### config.mk
export PLATFORM = sky130hd
export DESIGN_NAME = tournament_chooser_table
export DESIGN_NICKNAME = d
export VERILOG_FILES = /design/src/rtl/tournament_chooser_table_pkg.sv /design/src/rtl/tournament_chooser_table_sat_ctr.sv /design/src/rtl/tournament_chooser_table.sv
export SDC_FILE = /design/constraint.sdc
export NUM_CORES = 1
export LEC_CHECK = 0
export BUFFER_PORTS_ARGS = -buffer_cell sky130_fd_sc_hd__buf_2
export CORE_MARGIN = 3
export CORE_UTILIZATION = 30
export DETAILED_ROUTE_END_ITERATION = 8
export PLACE_DENSITY = 0.53
export SLEW_MARGIN = 10
export SYNTH_ARGS = -nofsm -noshare
export SYNTH_HDL_FRONTEND = slang
export SYNTH_SLANG_ARGS = --single-unit
export TNS_END_PERCENT = 50
### constraint.sdc
create_clock -name clk -period 16.1 [get_ports clk]
set_input_delay 1.61 -clock clk [delete_from_list [all_inputs] [get_ports clk]]
set_output_delay 1.61 -clock clk [all_outputs]
set_load 0.03 [all_outputs]
### src/rtl/tournament_chooser_table_pkg.sv
// Shared types and default sizing for the tournament chooser table.
package tournament_chooser_table_pkg;

  localparam int CHOOSER_ENTRIES   = 512;
  localparam int CHOOSER_CTR_WIDTH = 2;
  localparam int CHOOSER_GHR_WIDTH = 9;

  // INIT sweeps every entry to the weakly-gshare value; READY serves traffic.
  typedef enum logic {
    CHOOSER_INIT,
    CHOOSER_READY
  } chooser_state_t;

endpackage

### src/rtl/tournament_chooser_table_sat_ctr.sv
// Combinational saturating next-value for one chooser counter.
// inc and dec together (or neither) leave the counter unchanged.
module tournament_chooser_table_sat_ctr
  import tournament_chooser_table_pkg::*;
#(
  parameter int CTR_WIDTH = CHOOSER_CTR_WIDTH
) (
  input  logic [CTR_WIDTH-1:0] ctr,
  input  logic                 inc,
  input  logic                 dec,
  output logic [CTR_WIDTH-1:0] ctr_nxt
);

  // One extra bit catches the carry out of the top and the borrow below zero.
  function automatic logic [CTR_WIDTH-1:0] sat_inc(input logic [CTR_WIDTH-1:0] v);
    logic [CTR_WIDTH:0] sum;
    sum = {1'b0, v} + {{CTR_WIDTH{1'b0}}, 1'b1};
    return sum[CTR_WIDTH] ? {CTR_WIDTH{1'b1}} : sum[CTR_WIDTH-1:0];
  endfunction

  function automatic logic [CTR_WIDTH-1:0] sat_dec(input logic [CTR_WIDTH-1:0] v);
    logic [CTR_WIDTH:0] diff;
    diff = {1'b0, v} - {{CTR_WIDTH{1'b0}}, 1'b1};
    return diff[CTR_WIDTH] ? {CTR_WIDTH{1'b0}} : diff[CTR_WIDTH-1:0];
  endfunction

  // Select the saturated step in the requested direction.
  always_comb begin
    ctr_nxt = ctr;
    if (inc && !dec)      ctr_nxt = sat_inc(ctr);
    else if (dec && !inc) ctr_nxt = sat_dec(ctr);
  end

endmodule

### src/rtl/tournament_chooser_table.sv
// Tournament chooser: per-branch saturating counters that pick gshare (MSB=1)
// or the 2-level predictor (MSB=0). Trains only on component disagreement and
// sweeps the table to the weakly-gshare value after every reset.
// Optional build macro CHOOSER_GHR_HASH_EN: XOR global history into the lookup index.
module tournament_chooser_table
  import tournament_chooser_table_pkg::*;
#(
  parameter int  NUM_ENTRIES = CHOOSER_ENTRIES,
  parameter int  CTR_WIDTH   = CHOOSER_CTR_WIDTH,
  parameter int  GHR_WIDTH   = CHOOSER_GHR_WIDTH,
  localparam int IDX_W       = $clog2(NUM_ENTRIES)
) (
  input  logic                 clk,
  input  logic                 rst,
  output logic                 ready,
  input  logic                 lookup_valid,
  input  logic [31:0]          lookup_pc,
  input  logic [GHR_WIDTH-1:0] lookup_ghr,
  output logic                 lookup_resp_valid,
  output logic                 lookup_choose_gshare,
  output logic [IDX_W-1:0]     lookup_resp_idx,
  input  logic                 upd_valid,
  input  logic [IDX_W-1:0]     upd_idx,
  input  logic                 upd_local_correct,
  input  logic                 upd_gshare_correct
);

  typedef struct packed {
    logic [IDX_W-1:0] idx;
    logic             local_correct;
    logic             gshare_correct;
  } chooser_upd_t;

  localparam logic [CTR_WIDTH-1:0] INIT_VAL = {1'b1, {(CTR_WIDTH-1){1'b0}}};
  localparam int                   GHR_KEEP = (GHR_WIDTH < IDX_W) ? GHR_WIDTH : IDX_W;

  chooser_state_t       state;
  logic [IDX_W-1:0]     sweep_ptr;
  logic [CTR_WIDTH-1:0] ctr_table [NUM_ENTRIES];

  chooser_upd_t         upd_p0;
  logic                 lookup_acc_p0;
  logic                 upd_acc_p0;
  logic [IDX_W-1:0]     idx_p0;
  logic [IDX_W-1:0]     ghr_idx_p0;
  logic [CTR_WIDTH-1:0] upd_ctr_p0;
  logic [CTR_WIDTH-1:0] upd_nxt_p0;
  logic [CTR_WIDTH-1:0] lookup_ctr_p0;

  logic                 vld_p1;
  logic                 choose_p1;
  logic [IDX_W-1:0]     idx_p1;

  logic                 unused_inputs;

  assign unused_inputs = ^{lookup_pc[31:IDX_W+2], lookup_pc[1:0], lookup_ghr};

  // ---- stage p0: accept, index, counter read/next-value, bypass ----
  assign upd_p0        = '{idx: upd_idx, local_correct: upd_local_correct,
                           gshare_correct: upd_gshare_correct};
  assign lookup_acc_p0 = !rst && (state == CHOOSER_READY) && lookup_valid;
  assign upd_acc_p0    = !rst && (state == CHOOSER_READY) && upd_valid;

  // Keep the low history bits, zero-extend when history is narrower than the index.
  always_comb begin
    ghr_idx_p0                 = '0;
    ghr_idx_p0[GHR_KEEP-1:0]   = lookup_ghr[GHR_KEEP-1:0];
  end

`ifdef CHOOSER_GHR_HASH_EN
  assign idx_p0 = lookup_pc[IDX_W+1:2] ^ ghr_idx_p0;
`else
  logic unused_ghr_idx;
  assign unused_ghr_idx = ^ghr_idx_p0;
  assign idx_p0         = lookup_pc[IDX_W+1:2];
`endif

  assign upd_ctr_p0 = ctr_table[upd_p0.idx];

  tournament_chooser_table_sat_ctr #(
    .CTR_WIDTH (CTR_WIDTH)
  ) u_sat_ctr (
    .ctr     (upd_ctr_p0),
    .inc     (upd_p0.gshare_correct && !upd_p0.local_correct),
    .dec     (upd_p0.local_correct && !upd_p0.gshare_correct),
    .ctr_nxt (upd_nxt_p0)
  );

  // A same-cycle update to the looked-up entry is forwarded so the response sees it.
  assign lookup_ctr_p0 = (upd_acc_p0 && (upd_p0.idx == idx_p0)) ? upd_nxt_p0
                                                                : ctr_table[idx_p0];

  // Init sweep walks the pointer across the table, then parks in READY.
  always_ff @(posedge clk) begin
    if (rst) begin
      state     <= CHOOSER_INIT;
      sweep_ptr <= '0;
      ready     <= 1'b0;
    end else begin
      case (state)
        CHOOSER_INIT: begin
          sweep_ptr <= sweep_ptr + 1'b1;
          if (sweep_ptr == IDX_W'(NUM_ENTRIES - 1)) begin
            state <= CHOOSER_READY;
            ready <= 1'b1;
          end
        end
        default: begin
          state <= CHOOSER_READY;
          ready <= 1'b1;
        end
      endcase
    end
  end

  // Counter storage: sweep writes during INIT, training writes once ready.
  always_ff @(posedge clk) begin
    if (state == CHOOSER_INIT)
      ctr_table[sweep_ptr] <= INIT_VAL;
    else if (upd_acc_p0)
      ctr_table[upd_p0.idx] <= upd_nxt_p0;
  end

  // ---- stage p1: registered lookup response ----
  // Response valid pulses one cycle after an accepted lookup; choice and index hold otherwise.
  always_ff @(posedge clk) begin
    if (rst) begin
      vld_p1    <= 1'b0;
      choose_p1 <= 1'b0;
      idx_p1    <= '0;
    end else begin
      vld_p1 <= lookup_acc_p0;
      if (lookup_acc_p0) begin
        choose_p1 <= lookup_ctr_p0[CTR_WIDTH-1];
        idx_p1    <= idx_p0;
      end
    end
  end

  assign lookup_resp_valid    = vld_p1;
  assign lookup_choose_gshare = choose_p1;
  assign lookup_resp_idx      = idx_p1;

endmodule

==> impl_results.md <==
* Max Root-Sink Buffers at 3
* Via count at between 20,000 and 30,000
* PortBufs at 35
* Drt total wl at 150,000 um
* Clock skew at 33.8 ps
* Clock Tree Root: clkbuf_16
* CTS Buf Count at 109
* Post-route ant nets at 0
* Worst Setup End Kind: flip-flop
* Startpoint Class: input pin
* Syn nets at approximately 2,900
* Row count at approximately 150
* Final cell count without fillers at 5,011
* CP required at 16,460 ps
* Cell area after synthesis at between 40,000 and 50,000 um2
* Core area at about 160,000 um2
* Pre-antenna DRT Iters at 6
* Netlist cell types at 59
* Clk slew on worst S/H paths at 60 ps
* IR drop worst, VDD at 0.0901 mV
* Layout cells sized above 1 at between 20% and 30%
* Mean post-synth cell area at 16.4 um2
* Critical path type: in2reg
* Inst Count DP at between 4,000 and 5,000
* Die Footprint at 162,000 um2
* Slew Limit Fails at 171
* Vias per cell at 5.53
* Dpl hpwl at ~87,000 um
* Type of the tightest min-delay check: reg2reg
* Post-synth EDFFs at 1,024
* Least-Margin Pin Slew at 1770 ps
* Top post-synthesis cells by area: edfxtp_1 65%, mux4_2 17%, nor2_1 4.4%, mux2i_1 3.3%, clkbuf_1 1.2%
* Register area share after synthesis at roughly two thirds
* Met2 WL at 71,600 um
* I/O Pins at 68
* Starting Density at ~30%
* Post-cts sizing count at 0
* Post-CTS Setup Bufs at 0
* Fin crit share at between 50% and 60%
* Gpl congestion at 0.839
* Final min period at 8110 ps
* Area share of the largest cell type after synthesis at 65.1%
* Filler cells at ~15,000
* #FFs+latches synth at between 1,000 and 1,500
* Post-synth ARST share at 0%
* Top-count cell post-synth: edfxtp_1
* Slack of the critical path at 7990 ps
* YS warnings at 0
* Max frequency at 123 MHz
* DIE WIDTH at 403 um
* Failing checks: max-slew violations
* Run status: complete, but fails checks
* Clk sinks at 1,046
* DRC viols at 0
* Arr. time, crit path at 8470 ps
* Vias in the first global route at 28,017
* RSZ-0062 raised after global routing: false
* H-tree depth at 3
* Per-cell routed wire length at 29.9 um
* Top cells by count, synth: 1,024 x edfxtp_1, 559 x nor2_1, 348 x mux4_2
* CTS tree: done
* Clock Latency Late Sink at 730 ps
* Met1 WL at 61,400 um
* Hold Buf Count CTS at 0
* Setup tns final at 0 ps
* PwrDens at 109 nW/um2
* Grt total ovfl at 0
* Synth Flop Type: edfxtp_1
* Initial drt markers at ~3,000
* Die Ht at 403 um
* Routed wl met3 at 12,300 um
* Area grow syn2layout at 12.3%
* Pin count of the biggest net entering global routing at about 250
* Hold Fails Final Rpt at 0
* Top Layer Used: met5
* Final setup vio count at 0
* DP Worst Slack at 7060 ps
* Syn Inst Count at between 2,000 and 3,000
* Post-synth top area cell: edfxtp_1
* Slew Limit Headroom at -17.7%
* Crit path max fanout at approximately 220
* Leakage power at 18.0 nW
* Final nets at 2,914
* Max_cap viols at 0
* GRT Resource Usage Total at 18.2%
* Initial antenna violation count at 7
* First-pass GRT wire length at 212,000 um
## worst paths after layout
| check | slack [ps] | end | startpoint | cells past startpoint |
|---|---|---|---|---|
| setup / recovery | 7990 | ctr_table[401][0]$_DFFE_PP_ | upd_idx[0] | 13 |
| hold / removal | 450 | ready$_SDFFE_PP0P_ | ready$_SDFFE_PP0P_ | 2 |
| setup reg to reg | 9650 | ctr_table[401][0]$_DFFE_PP_ | ctr_table[402][0]$_DFFE_PP_ | 12 |
| hold reg to reg | 450 | ready$_SDFFE_PP0P_ | ready$_SDFFE_PP0P_ | 2 |
## layout make-up
cell class	count	area [um2]	area share, %
clock inverters	68	647	1.22
repair buffers	98	764	1.44
well taps	2058	2570	4.85
clock buffers	135	2890	5.44
inverters	13	50.0	0.0943
diodes	5	12.5	0.0236
multi-input cells	1588	15000	28.2
flip-flops and latches	1046	31200	58.8
## critical path, stage by stage
cell and delay [ps]:
buf_8 440, buf_12 530, buf_12 610, mux4_2 620, mux4_2 520, mux2_2 350
a221oi_1 330, o32a_1 310, nor3b_1 70, o21ai_0 160, and4_4 860, buf_12 660
buf_4 960
## per-stage QoR
step                cell area (um2)  util [%]  total power, W  hold slack, ps
floorplan                     47300         -         0.00319             511
global placement              49500      31.7         0.00333             446
detailed placement            49500      31.7         0.00333             446
CTS                           53100      33.9         0.00584             453
global route                  53100      33.9         0.00595             467
finish                        53100      33.9         0.00580             446
## layout by cell type, fill, tap and decap left out, types with 11 or more instances in the layout
cell type / instances
o21ai_0: 37
bufinv_16: 11
clkbuf_16: 111
mux4_2: 348
nand2b_1: 14
a221oi_1: 16
a21oi_1: 44
nor2b_1: 16
a211oi_1: 11
buf_2: 29
nor2_1: 556
nor3_1: 17
a22oi_1: 33
clkbuf_1: 22
nand2_1: 81
mux2i_1: 158
clkinv_1: 21
nand3_1: 22
nand2_2: 16
mux2_2: 16
dfxtp_1: 22
clkinv_2: 24
o22ai_1: 32
edfxtp_1: 1024
o221ai_1: 38
buf_4: 59
## report_power, final
group / total, W / switching (W) / internal, W
clock: 0.00253 / 0.00108 / 0.00145
combinational: 0.000325 / 0.000221 / 0.000104
sequential: 0.00294 / 0.00000131 / 0.00294
## sequential cells by signal, summed over array words and instances (netlist names)
signal	flops
lookup_resp_valid	1
lookup_resp_idx	9
ctr_table	1024
state	1
sweep_ptr	9
lookup_choose_gshare	1
ready	1
## routing by layer
| layer | track usage, % | vias up |
|---|---|---|
| met5 | 0 | - |
| met4 | 5.88 | 2 |
| met3 | 4.00 | 233 |
| met2 | 29.5 | 1170 |
| met1 | 24.4 | 14829 |
| li1 | - | 11487 |
## cell families after synthesis
| family | Yosys count | synth area share, % |
|---|---|---|
| flops | 1046 | 66.0 |
| simple gates | 766 | 6.58 |
| mux | 522 | 20.3 |
| compound gates | 285 | 4.25 |
| buf+inv | 247 | 2.57 |
| xor+xnor | 13 | 0.241 |
| fa+ha+maj | 2 | 0.0529 |
(Power assumes the default switching activity.)
